==> src/rtl/text_console_writer.sv <==
// text_console_writer
//   Write side of the VGA text-mode character buffer. Places incoming
//   character codes into the row-major character RAM, tracks the cursor,
//   interprets BS/LF/CR, scrolls by copying rows within the RAM and
//   clears the whole screen on request. Owns a single shared RAM port.
//
// Ports
//   clk_i, rst_i          clock, asynchronous active-high reset
//   char_i, char_valid_i  character stream from the bus-side register
//   char_ready_o          combinational: IDLE and no clear request
//   clear_i               full-screen clear request (sampled in IDLE)
//   busy_o                block is not IDLE
//   mem_we_o/addr_o/wdata_o/rdata_i  character RAM port (1-cycle read latency)
//   cursor_row_o/col_o/addr_o        current cursor position and RAM address
module text_console_writer #(
    parameter int unsigned COLS   = 80,
    parameter int unsigned ROWS   = 60,
    parameter int unsigned ADDR_W = 13
) (
    input  logic              clk_i,
    input  logic              rst_i,
    input  logic [7:0]        char_i,
    input  logic              char_valid_i,
    output logic              char_ready_o,
    input  logic              clear_i,
    output logic              busy_o,
    output logic              mem_we_o,
    output logic [ADDR_W-1:0] mem_addr_o,
    output logic [7:0]        mem_wdata_o,
    input  logic [7:0]        mem_rdata_i,
    output logic [5:0]        cursor_row_o,
    output logic [6:0]        cursor_col_o,
    output logic [ADDR_W-1:0] cursor_addr_o
);

    localparam logic [ADDR_W-1:0] COLS_A        = ADDR_W'(COLS);
    localparam logic [ADDR_W-1:0] ONE_A         = ADDR_W'(1);
    localparam logic [ADDR_W-1:0] LAST_COPY     = ADDR_W'((ROWS - 1) * COLS - 1);
    localparam logic [ADDR_W-1:0] LAST_ROW_BASE = ADDR_W'((ROWS - 1) * COLS);
    localparam logic [ADDR_W-1:0] LAST_CELL     = ADDR_W'(ROWS * COLS - 1);
    localparam logic [5:0]        LAST_ROW      = 6'(ROWS - 1);
    localparam logic [6:0]        LAST_COL      = 7'(COLS - 1);

    localparam logic [7:0] C_BS  = 8'h08;
    localparam logic [7:0] C_LF  = 8'h0A;
    localparam logic [7:0] C_CR  = 8'h0D;
    localparam logic [7:0] C_SP  = 8'h20;
    localparam logic [7:0] C_DEL = 8'h7F;

    typedef enum logic [2:0] {
        IDLE    = 3'd0,
        PUT     = 3'd1,
        SCR_RD  = 3'd2,
        SCR_WR  = 3'd3,
        SCR_CLR = 3'd4,
        CLR     = 3'd5
    } state_t;

    state_t              state_q, state_d;
    logic [7:0]          char_q, char_d;
    logic                no_adv_q, no_adv_d;   // PUT issued by BS: do not advance
    logic [5:0]          row_q, row_d;
    logic [6:0]          col_q, col_d;
    logic [ADDR_W-1:0]   caddr_q, caddr_d;
    logic [ADDR_W-1:0]   base_q, base_d;       // address of column 0 of the cursor row
    logic [ADDR_W-1:0]   k_q, k_d;             // scroll / clear index

    assign char_ready_o  = (state_q == IDLE) && !clear_i;
    assign busy_o        = (state_q != IDLE);
    assign cursor_row_o  = row_q;
    assign cursor_col_o  = col_q;
    assign cursor_addr_o = caddr_q;

    // State and cursor registers
    always_ff @(posedge clk_i or posedge rst_i) begin
        if (rst_i) begin
            state_q  <= IDLE;
            char_q   <= '0;
            no_adv_q <= 1'b0;
            row_q    <= '0;
            col_q    <= '0;
            caddr_q  <= '0;
            base_q   <= '0;
            k_q      <= '0;
        end else begin
            state_q  <= state_d;
            char_q   <= char_d;
            no_adv_q <= no_adv_d;
            row_q    <= row_d;
            col_q    <= col_d;
            caddr_q  <= caddr_d;
            base_q   <= base_d;
            k_q      <= k_d;
        end
    end

    // Next-state, cursor update and RAM port drive
    always_comb begin
        state_d     = state_q;
        char_d      = char_q;
        no_adv_d    = no_adv_q;
        row_d       = row_q;
        col_d       = col_q;
        caddr_d     = caddr_q;
        base_d      = base_q;
        k_d         = k_q;
        mem_we_o    = 1'b0;
        mem_addr_o  = '0;
        mem_wdata_o = '0;

        case (state_q)
            IDLE: begin
                if (clear_i) begin
                    state_d = CLR;
                    row_d   = '0;
                    col_d   = '0;
                    caddr_d = '0;
                    base_d  = '0;
                    k_d     = '0;
                end else if (char_valid_i) begin
                    if (char_i == C_LF) begin
                        col_d   = '0;
                        caddr_d = base_q;
                        if (row_q == LAST_ROW) begin
                            state_d = SCR_RD;
                            k_d     = '0;
                        end else begin
                            row_d   = row_q + 6'd1;
                            base_d  = base_q + COLS_A;
                            caddr_d = base_q + COLS_A;
                        end
                    end else if (char_i == C_CR) begin
                        col_d   = '0;
                        caddr_d = base_q;
                    end else if (char_i == C_BS) begin
                        if (col_q != 7'd0) begin
                            col_d    = col_q - 7'd1;
                            caddr_d  = caddr_q - ONE_A;
                            char_d   = C_SP;
                            no_adv_d = 1'b1;
                            state_d  = PUT;
                        end
                    end else if ((char_i >= C_SP) && (char_i != C_DEL)) begin
                        char_d   = char_i;
                        no_adv_d = 1'b0;
                        state_d  = PUT;
                    end
                end
            end

            PUT: begin
                mem_we_o    = 1'b1;
                mem_addr_o  = caddr_q;
                mem_wdata_o = char_q;
                state_d     = IDLE;
                if (!no_adv_q) begin
                    if (col_q != LAST_COL) begin
                        col_d   = col_q + 7'd1;
                        caddr_d = caddr_q + ONE_A;
                    end else if (row_q != LAST_ROW) begin
                        col_d   = '0;
                        row_d   = row_q + 6'd1;
                        base_d  = base_q + COLS_A;
                        caddr_d = base_q + COLS_A;
                    end else begin
                        // Wrapped off the bottom row: cursor to start of last row, then scroll
                        col_d   = '0;
                        caddr_d = base_q;
                        k_d     = '0;
                        state_d = SCR_RD;
                    end
                end
            end

            SCR_RD: begin
                mem_addr_o = k_q + COLS_A;
                state_d    = SCR_WR;
            end

            SCR_WR: begin
                mem_we_o    = 1'b1;
                mem_addr_o  = k_q;
                mem_wdata_o = mem_rdata_i;
                if (k_q == LAST_COPY) begin
                    k_d     = LAST_ROW_BASE;
                    state_d = SCR_CLR;
                end else begin
                    k_d     = k_q + ONE_A;
                    state_d = SCR_RD;
                end
            end

            SCR_CLR, CLR: begin
                mem_we_o    = 1'b1;
                mem_addr_o  = k_q;
                mem_wdata_o = C_SP;
                if (k_q == LAST_CELL) begin
                    state_d = IDLE;
                end else begin
                    k_d = k_q + ONE_A;
                end
            end

            default: begin
                state_d = IDLE;
            end
        endcase
    end

endmodule

==> config.mk <==
export PLATFORM = sky130hd
export DESIGN_NAME = text_console_writer
export DESIGN_NICKNAME = d
export VERILOG_FILES = /design/src/rtl/text_console_writer.sv
export SDC_FILE = /design/constraint.sdc
export NUM_CORES = 1
export LEC_CHECK = 0
export CAP_MARGIN = 20
export CORE_ASPECT_RATIO = 1.5
export CORE_MARGIN = 2
export CORE_UTILIZATION = 45
export CTS_CLUSTER_DIAMETER = 150
export CTS_CLUSTER_SIZE = 8
export DETAILED_ROUTE_END_ITERATION = 12
export PLACE_DENSITY = 0.75
export SLEW_MARGIN = 20
export SYNTH_ARGS = -nofsm -noshare
export SYNTH_HDL_FRONTEND = slang
export SYNTH_SLANG_ARGS = --single-unit
export TNS_END_PERCENT = 1
==> constraint.sdc <==
create_clock -name clk_i -period 2.05 [get_ports clk_i]
set_input_delay 0.41 -clock clk_i [delete_from_list [all_inputs] [get_ports clk_i]]
set_output_delay 0.41 -clock clk_i [all_outputs]
set_load 0.05 [all_outputs]
==> flow_metrics.py <==
metrics = {
    "run_status": {
        "run_status": "finished with violations",
        "violations": "negative setup slack",
    },
    "floorplanning": {
        "initial_core_utilization": 0.465,
        "num_rows": 46,
        "fp.dieW_um": 89.4,
        "area_enclosed_by_the_die_boundary_um2": 11800,
        "die_h_um": 132,
        "placeableCoreArea_um2": 10600,
        "ios": 70,
    },
    "setup_path": {
        "setup.worst_path.end": "mem_addr_o[9]",
        "worstReg2RegEnd": "k_q[6]",
        "most_repeated_library_cell_on_the_critical_path": "a21oi_2",
        "worstPathCellList": "buf_6, or4_4, a21oi_2, a21oi_2, o21ai_4, buf_12",
        "worst_setup_path_start_kind": "flip-flop",
        "launch_point_of_the_worst_path": "state_q[0]",
        "worst-r2r-cell-count": 8,
        "worstSetupPathDepth": 6,
        "worst-r2r-setup-slack_ns": -0.17,
        "max_stage_delay_ns": 0.51,
        "worst_r2r_startpoint": "k_q[0]",
        "critical-path-slowest-cell": "or4_4",
        "critical_path_class": "reg -> out",
        "crit_arrival_ns": 1.93,
        "critPathCaptureType": "primary output",
        "timing.critical_path.buf_inv": 2,
        "cp_top_family": "simple AND/OR/NAND/NOR gates",
        "cp_max_fo": 5,
        "cp_data_required_time_ns": 1.64,
    },
    "final_layout": {
        "drive_gt1_frac": 0.398,
        "syn_to_final_growth_pct": 53.8,
        "layout.cells.most_common": "buf_4",
        "final_core_util": 0.715,
        "most-common-layout-cells": "buf_4 (157), nand2_1 (60), o21ai_0 (60), nor2_1 (45), dfrtp_1 (45)",
        "antenna_cells": 0,
        "layout.nets": 837,
        "final_cell_area_um2": 7570,
    },
    "detailed_routing": {
        "wl_um": 18200,
        "detailedRoute.firstIterationViolations": 395,
        "route.antenna.remaining_nets": 0,
        "num_vias": 5970,
        "drtPass1Iterations": 7,
        "avgViaCountPerCell": 6.24,
        "route.detailed.wl_per_inst_um": 19.0,
        "drc_errors": 0,
    },
    "clock_network": {
        "h-tree-depth": 3,
        "cts.sinks": 60,
        "clock_tree_from_tritoncts": "built",
        "clock_root_buffer": "clkbuf_16",
        "clk_transition_reported_paths_ns": 0.06,
        "clockBufferDepth": 2,
        "insertion_delay_ns": 0.34,
        "hold_buf_count_cts": 0,
        "cts-buffers-inserted": 9,
    },
    "synthesis": {
        "yosys.area.top_type_share": 0.305,
        "post_synth.cell_area_avg_um2": 7.74,
        "synth_enable_flop_cells": 0,
        "synth-seq-area-share": 0.305,
        "post_synth_num_cell_types": 71,
        "syn_nets": 666,
        "synth-warning-count": 0,
        "post_synth_inst_count": 636,
        "synth.cell_area_um2": 4920,
        "postSynthRegisterBits": 60,
        "yosys.area.top_type": "dfrtp_1",
        "ys_top_cells_by_area": "dfrtp_1 (31%), o21ai_0 (7.4%), nand2_1 (4.9%)",
        "ys.flop_type": "dfrtp_1",
        "fraction_of_synthesis_flops_using_an_asynchronous_set_or_reset_pin": 1.00,
    },
    "grt": {
        "grt-ovfl-total": 0,
        "grtUsageTotal": 0.304,
        "grt_max_degree": 61,
        "grt_pass1_vias": 5927,
        "grt_antenna_before_repair": 0,
        "grt_pass1_wl_um": 28600,
    },
    "place": {
        "buffer_ports.inserted": 69,
        "post_dp_cell_area_um2": 6920,
        "place_congestion": 0.941,
        "dp.final_hpwl_um": 13100,
    },
    "sta": {
        "final-max-slew-violation-count": 0,
        "fin_skew_ns": 0.00499,
        "setup_viol_count_final": 35,
        "post-route-worst-setup-slack_ns": -0.289,
        "final.setup.tns_ns": -3.99,
        "hold_violations": 0,
        "slew_headroom": 0.667,
        "fin_crit_ns": 2.34,
        "worst_pin_slew_ns": 0.499,
        "rsz0062_at_grt": "yes",
        "finalCritPeriodShare": 1.14,
        "fmax_mhz": 428,
    },
    "run": {
        "max_cap_viols": 0,
    },
    "pwr": {
        "peak_supply_drop_mv": 0.797,
        "power_density_nw_per_um2": 1350,
        "intPower_w": 0.00518,
        "power_frac_comb": 0.657,
        "switching_share": 0.492,
        "pwr-share-seq": 0.203,
        "switchingPower_w": 0.00502,
        "power.share.clock": 0.140,
        "cellLeakagePower_nw": 3.12,
    },
    "worst_hold_path": {
        "class_of_the_worst_hold_path": "in -> async",
    },
}
==> power groups by stage <==
stage          clock (W)  sequential [W]  combinational [W]
3_3_place_gp           0         0.00203            0.00607
3_5_place_dp           0         0.00205            0.00619
2_1_floorplan          0         0.00272            0.00313
5_1_grt          0.00147         0.00212            0.00710
4_1_cts          0.00144         0.00204            0.00641
6_report         0.00143         0.00207            0.00670
==> worst min-delay path, delay by kind of cell <==
family / cells / cell delay, ns
buffers and inverters: 3 / 0.77
==> state kept, by name, indices dropped and copies added (netlist names) <==
name	flops
cursor_col_o	7
no_adv_q	1
state_q	3
k_q	13
char_q	8
cursor_row_o	6
cursor_addr_o	13
base_q	9
==> stage by stage <==
step	setup WS, ns	std cells	total power (W)	hold WS [ns]
6_report	-0.289	956	0.0102	0.449
5_1_grt	-0.302	956	0.0107	0.482
4_1_cts	-0.282	954	0.00988	0.469
3_5_place_dp	-0.566	936	0.00824	0.503
3_3_place_gp	-0.487	936	0.00809	0.495
2_1_floorplan	-0.153	636	0.00586	0.479
==> metal layers <==
layer  GRT usage  up-vias  routed length (µm)
li1            -     2710                   -
met1       0.340     2856                6520
met2       0.520      312                9530
met3      0.0432       92                 989
met4       0.197        0                1140
met5           0        -                   0
==> synthesized netlist by cell type, types with 4 or more instances <==
cell	number
dfrtp_1	60
a22o_1	6
nand2_1	64
o31ai_1	12
nor2b_1	4
o22ai_1	13
a21o_1	4
o211ai_1	7
xnor2_1	10
a22oi_1	6
o21ai_0	73
mux2i_1	15
or4_1	5
a211oi_1	4
nor3_1	14
and2_1	4
nor4_1	11
mux2_2	10
inv_1	15
clkbuf_1	35
and3_1	11
o41ai_1	4
nand3_1	25
nor2_1	59
ha_1	10
nand4_1	11
a21oi_1	38
a31oi_1	5
or3_1	8
xor2_1	6
buf_2	14
o22a_1	6
nand2b_1	11
==> kinds of logic (layout without fill, tap and decap cells) <==
family	count (synthesis)	after routing	synth area share
muxes	25	25	0.0534
buffers and inverters	68	244	0.0554
DFF	60	60	0.305
xor gates and xnor gates	16	16	0.0285
adders and majority gates	10	10	0.0254
AOI/OAI and AO/OA	212	212	0.278
and+or+nand+nor	245	245	0.254
==> final cells by class <==
cell class / count / area, µm²
well taps: 144 / 180
clock buffers: 9 / 225
multi-input cells: 508 / 3630
flip-flops and latches: 60 / 1520
fillers: 818 / 3020
inverters: 17 / 67.6
clock inverters: 7 / 52.6
repair buffers: 211 / 1890
==> how the worst min path moves through the flow <==
stage | startpoint | end | slack [ns] | depth (start not counted)
after floorplan | char_q[0] | char_q[0] | 0.48 | 1
after CTS | rst_i | char_q[4] | 0.47 | 3
after detailed placement | char_q[2] | char_q[2] | 0.50 | 1
after global routing | rst_i | k_q[3] | 0.48 | 3
after global placement | char_q[2] | char_q[2] | 0.50 | 1
final | rst_i | k_q[3] | 0.45 | 3
==> timing repair <==
| item | 4_1_cts | 5_1_grt |
|---|---|---|
| pin swaps | 10 | 11 |
| setup endpoints to repair | 70 | 75 |
| gates resized for setup | 48 | 52 |
| buffers inserted | 2 | 2 |
Power figures use the tool's default switching activity.
